**config.mk**
```make
export PLATFORM = sky130hd
export DESIGN_NAME = fetch_line_buffer
export DESIGN_NICKNAME = d
export VERILOG_FILES = /design/src/rtl/fetch_line_buffer.sv
export SDC_FILE = /design/constraint.sdc
export NUM_CORES = 1
export LEC_CHECK = 0
export ABC_AREA = 1
export CORE_MARGIN = 4
export CORE_UTILIZATION = 49
export CTS_BUF_LIST = sky130_fd_sc_hd__clkbuf_4 sky130_fd_sc_hd__clkbuf_8
export CTS_CLUSTER_SIZE = 8
export DETAILED_ROUTE_END_ITERATION = 10
export GPL_TIMING_DRIVEN = 1
export HOLD_SLACK_MARGIN = 0.02
export PLACE_DENSITY = 0.88
export SYNTH_ARGS = -nofsm -noshare
export SYNTH_HDL_FRONTEND = slang
export SYNTH_SLANG_ARGS = --single-unit
```
**constraint.sdc**
```tcl
create_clock -name CLk -period 2.1 [get_ports CLk]
set_input_delay 0.63 -clock CLk [delete_from_list [all_inputs] [get_ports CLk]]
set_output_delay 0.63 -clock CLk [all_outputs]
set_load 0.03 [all_outputs]
```
**src/rtl/fetch_line_buffer.sv**
```systemverilog
// Instruction fetch line buffer: requests one 16-byte line, then issues its four
// 32-bit little-endian instructions to decode, handling line advance and redirects.
module fetch_line_buffer #(
  parameter logic [31:0] RESET_PC = 32'h0000_0000
) (
  input  logic         CLk,
  input  logic         reset_n,
  output logic         line_req,
  output logic [31:0]  line_addr,
  input  logic         line_valid,
  input  logic [127:0] line_data,
  output logic [31:0]  inst,
  output logic [31:0]  inst_pc,
  output logic         inst_valid,
  input  logic         inst_ready,
  input  logic         redirect,
  input  logic [31:0]  redirect_pc
);

  typedef enum logic [1:0] {FLUSH, FETCH, ISSUE} state_t;

  localparam logic [31:0] RESET_BASE  = RESET_PC & ~32'hF;
  localparam logic [1:0]  RESET_START = RESET_PC[3:2];

  state_t         r_state, w_state_nxt;
  logic [127:0]   r_buf,   w_buf_nxt;
  logic [31:0]    r_base,  w_base_nxt;
  logic [1:0]     r_slot,  w_slot_nxt;
  logic [1:0]     r_start, w_start_nxt;
  logic [3:0][31:0] w_words;

  assign w_words = r_buf;

  always_ff @(posedge CLk or negedge reset_n) begin
    if (!reset_n) begin
      r_state <= FLUSH;
      r_buf   <= '0;
      r_base  <= RESET_BASE;
      r_slot  <= '0;
      r_start <= RESET_START;
    end else begin
      r_state <= w_state_nxt;
      r_buf   <= w_buf_nxt;
      r_base  <= w_base_nxt;
      r_slot  <= w_slot_nxt;
      r_start <= w_start_nxt;
    end
  end

  always_comb begin
    w_state_nxt = r_state;
    w_buf_nxt   = r_buf;
    w_base_nxt  = r_base;
    w_slot_nxt  = r_slot;
    w_start_nxt = r_start;
    case (r_state)
      FLUSH: w_state_nxt = FETCH;
      FETCH: begin
        if (line_valid) begin
          w_buf_nxt   = line_data;
          w_slot_nxt  = r_start;
          w_state_nxt = ISSUE;
        end
      end
      ISSUE: begin
        if (inst_ready) begin
          if (r_slot != 2'd3) begin
            w_slot_nxt = r_slot + 2'd1;
          end else begin
            w_base_nxt  = r_base + 32'd16;
            w_start_nxt = 2'd0;
            w_state_nxt = FETCH;
          end
        end
      end
      default: w_state_nxt = FLUSH;
    endcase
    // Redirect overrides everything above, including a same-cycle line or accept.
    if (redirect) begin
      w_state_nxt = FLUSH;
      w_base_nxt  = redirect_pc & ~32'hF;
      w_start_nxt = redirect_pc[3:2];
      w_slot_nxt  = r_slot;
      w_buf_nxt   = r_buf;
    end
  end

  assign line_req   = (r_state == FETCH);
  assign inst_valid = (r_state == ISSUE);
  assign line_addr  = r_base;
  assign inst       = inst_valid ? w_words[r_slot] : '0;
  assign inst_pc    = inst_valid ? (r_base | {28'd0, r_slot, 2'b00}) : '0;

endmodule
```
Word level (Yosys, flattened, before mapping)
Cells that the tools add are included.

Word-level logic and storage cells: 49. Bits in registers: 166. Input bits: 165. Output and inout bits: 98.

Multiplexer cells: 21. $add $sub $neg: 2. Eq/ne operators: 10. Bitwise logic cells: 2. Reduce and logical (&&, ||, !) cells: 8. Magnitude comparators: 1.

Operators with widths (number): 2-to-1 mux 32 bit (7); binary-select mux 32 bit (select 2 bit) (1); adder 32 x 5 -> 32 bit (second input constant) (1); OR 32 x 4 -> 32 bit (1); 2-to-1 mux 2 bit (11); AND reduction 3 bit (3); inequality test 2 x 1 -> 1 bit (second input constant) (3); inequality test 3 x 1 -> 1 bit (second input constant) (2); one-hot mux 2 bit (3 select lines) (1); nonzero test 2 bit (3); AND reduction 5 bit (1); inequality test 2 bit (second input constant) (2); one-hot mux 2 bit (2 select lines) (1); less-than comparator 2 x 3 -> 1 bit (second input constant) (1); inequality test 3 bit (second input constant) (1); adder 2 x 1 -> 2 bit (second input constant) (1); equality test 2 x 1 -> 1 bit (second input constant) (1); equality test 2 bit (second input constant) (1); logical NOT 2 bit (1); inverter 1 bit (1).

Logic depth before layout (Yosys ltp)
Word-level depth: 5. Mapped depth: 10. Depth with buffers taken out: 10.

Worst setup path after synthesis
OpenSTA, ideal clock, no wires.

Kind: register -> output. Start point: register r_slot[0]. End point: output port inst[24]. Cell stages (with the launch flop): 6. Buffers on the path: 2. Arrival: 1.538 ns. Required time: 1.470 ns. Path slack: -0.068 ns. Cells stage by stage: dfrtp_1 inv_2 clkbuf_1 clkbuf_1 o21ai_0 a21oi_1.

Cells in the longest elaborated chain, start to end: 3.

RTL lines: start, declared (RTL line 28) `logic [1:0] r_slot, w_slot_nxt;`; start signal, assigned (RTL line 45) `r_slot <= w_slot_nxt;`; binary-select mux 32 bit (select 2 bit) (RTL line 91) `assign inst = inst_valid ? w_words[r_slot] : '0;`; 2-to-1 mux 32 bit (not written as such) (RTL line 91); 2-to-1 mux 32 bit (RTL line 91); end, declared (RTL line 12) `output logic [31:0] inst,`.

Every way passes these cells. The select of a mux whose other input is x is not followed.

Worst setup path after layout
Start point: register r_slot[1]. End point: output port inst[17].

The elaborated chain is that of the path after synthesis.

==> results.ini <==
[power_and_ir_drop]
power.density_mw_per_mm2=990
peakVddDrop_uv=666
leakage_nw=6.38

[place]
hpwl_mm=18.8
numPortBuffers=254
place.gp.congestion=0.895
dp.cells=1383
post-place-ws_ns=-0.103

[worst_setup_path]
worstPathMaxFanout=5
start_kind=flip-flop
worstSetupPathType=reg -> out
critical_path_required_ns=1.47
arrival_ns=1.85
r2r_setup_slack_ns=0.06
end_kind=output pin

[sta]
finalSetupViolCount=59
rsz0062_at_grt=yes
slew_viol_final=0
finClkSkew_ns=0.0214
period_minus_slack_ns=2.48
hold_viol=0
setup_ws_ns=-0.381
fmax_ghz=0.403
final.setup.tns_ns=-13.98
finalCritPeriodShare=1.18

[logic_synthesis]
synth_xor_area_frac=0.00808
yosys-top-cells-area=dfrtp_1 47%, mux2_4 17%, nor2_1 8.3%, o21ai_0 4.8%, nand2_1 4.5%
synth_top_family_by_area=multiplexers
synth-seq-cells=162
synth_edf_count=0
synth_compound_area_frac=0.0893
netlist_area_mm2=0.00868
synth_ff_type=dfrtp_1
async_reset_ff_frac=1.00
yosysTopAreaCellShare=0.467
netlist_instances=906
syn-mean-instance-area_um2=9.58
synthDistinctLibCells=32
ys_seq_area_frac=0.467
synth_top_area_cell=dfrtp_1
synthAdderAreaFrac=0.00288
synth-warning-count=0
synth_mux_area_frac=0.209
synth-simple-area-share=0.158

[layout]
final_cells=1459
nNetsFinal=1386
register_area_mm2=0.00406
area_growth_pct=58.6
multi_input_area_mm2=0.00469
drive_above_1_share=0.372
fillCellCount=989

[grt]
antenna_found_initial=2
top_usage_layer=met2
grt_util_met1=0.372
grt_pass1_wl_mm=47.9
grt_max_degree=49
use_met2=0.520
grt_pass1_vias=8953
met3_usage=0.0753
gr-usage-all-layers=0.306
grt.overflow.total=0

[status]
violations=negative setup slack
status=complete, but fails checks

[cts]
clk_latency_ns=0.46
numClockSinks=162
htreeDepth=4
numCtsBuffers=17
ctsHoldBuffers=0
cts_buffer_depth=2
root_buffer=clkbuf_8
cts_tree=yes
path_clk_slew_ns=0.10

[floorplanning]
core_region_area_mm2=0.0173
fp.dieArea_mm2=0.0199
io_pins=263
die_x_um=141
die_h_um=141
initial_utilization=0.502
std_cell_rows=48

[detailed_routing]
drt_iter0_drc=777
wl_mm=32.0
viasPerCell=5.70
drc=0
postRouteAntennaNets=0
dr.pass1.iters=5
vias=8318
routedWlPerCell_um=21.9

[min_path]
hold_class=in -> async

[run]
max_cap_violations=0

-- state kept, by name (all words and copies together) (netlist names) --
name	count
r_buf	128
r_state	2
line_addr	28
r_slot	2
r_start	2
-- power by group --
group	internal (mW)	leakage, nW	total, mW	switching [mW]
registers	4.08	1.92	4.90	0.814
logic	3.34	4.26	6.39	3.04
clock network	0.995	0.201	2.34	1.35
-- worst max-delay path, stage by stage (launching register included) --
cell and delay, ns:
dfrtp_2 0.41, clkinv_4 0.09, bufbuf_16 0.28, nor2_1 0.13
o21ai_1 0.11, a21oi_2 0.22, buf_6 0.17
-- logic make-up after synthesis --
kind of cell / Yosys count
simple gates: 342
other cells: 1
flops: 162
compound gates: 146
xor+xnor: 8
mux: 128
buf+inv: 117
fa+ha+maj: 2
-- synth_stat cells (4+ instances only) --
library cell / number
a21oi_1: 44
a22oi_1: 11
buf_1: 6
buf_2: 13
buf_4: 6
buf_6: 11
clkbuf_1: 20
dfrtp_1: 162
inv_1: 58
mux2_2: 29
mux2_4: 99
nand2_1: 103
nand3_1: 34
nor2_1: 191
nor2_2: 5
o211ai_1: 4
o21ai_0: 84
xor2_1: 7
-- final cells by class --
| type | instances | share of cell area |
|---|---|---|
| diodes | 2 | 0.000364 |
| clock buffers | 17 | 0.0170 |
| clock inverters | 15 | 0.0122 |
| inverters | 61 | 0.0191 |
| multi-input cells | 632 | 0.341 |
| flip-flops and latches | 162 | 0.295 |
| well taps | 225 | 0.0205 |
| repair buffers | 345 | 0.295 |
-- repair_timing --
item | in CTS | in global routing
setup endpoints to repair | 92 | 67
pin swaps | 31 | 36
cloned | 18 | 4
setup buffers | 20 | 8
gates resized for setup | 259 | 94
-- routing by layer --
metal / up-vias / part of all wire / wire [um]
met1: 4050 / 0.36 / 11500
met5: - / 0 / 0
li1: 3630 / - / -
met2: 529 / 0.51 / 16200
met3: 109 / 0.092 / 2960
met4: 0 / 0.041 / 1300
-- per-stage QoR --
stage          utilization  hold slack [ns]  power (mW)  area [um^2]
6_report             0.795           0.0911        13.6        13800
5_1_grt              0.795            0.103        14.2        13800
4_1_cts              0.782           0.0879        13.0        13500
3_5_place_dp         0.682            0.488        9.33        11800
3_3_place_gp         0.682            0.466        9.10        11800
2_1_floorplan            -            0.334        7.62         8780
-- path summary, 6_finish.rpt --
path / to / cells past startpoint / startpoint
max: inst[17] / 6 / r_slot[1]
min: line_addr[28] / 1 / reset_n
min reg2reg: r_state[0] / 1 / r_state[0]
min in group CLk: r_state[0] / 1 / r_state[0]
max reg2reg: line_addr[15] / 13 / r_state[0]
max in group asynchronous: r_state[1] / 2 / reset_n
-- placed cells by master (no fill, tap or decap), types with 32 or more instances in the layout --
cell type / netlist / routed
buf_6: 11 / 66
nand3_1: 34 / 34
mux2_4: 99 / 99
nor2_2: 5 / 38
clkdlybuf4s50_1: 0 / 161
nand2_1: 103 / 101
buf_4: 6 / 38
nor2_1: 191 / 116
buf_12: 0 / 32
o21ai_1: 0 / 43
inv_1: 58 / 53
nor2_4: 2 / 44
dfrtp_1: 162 / 159
No activity file was read; power rests on OpenSTA's default activity.
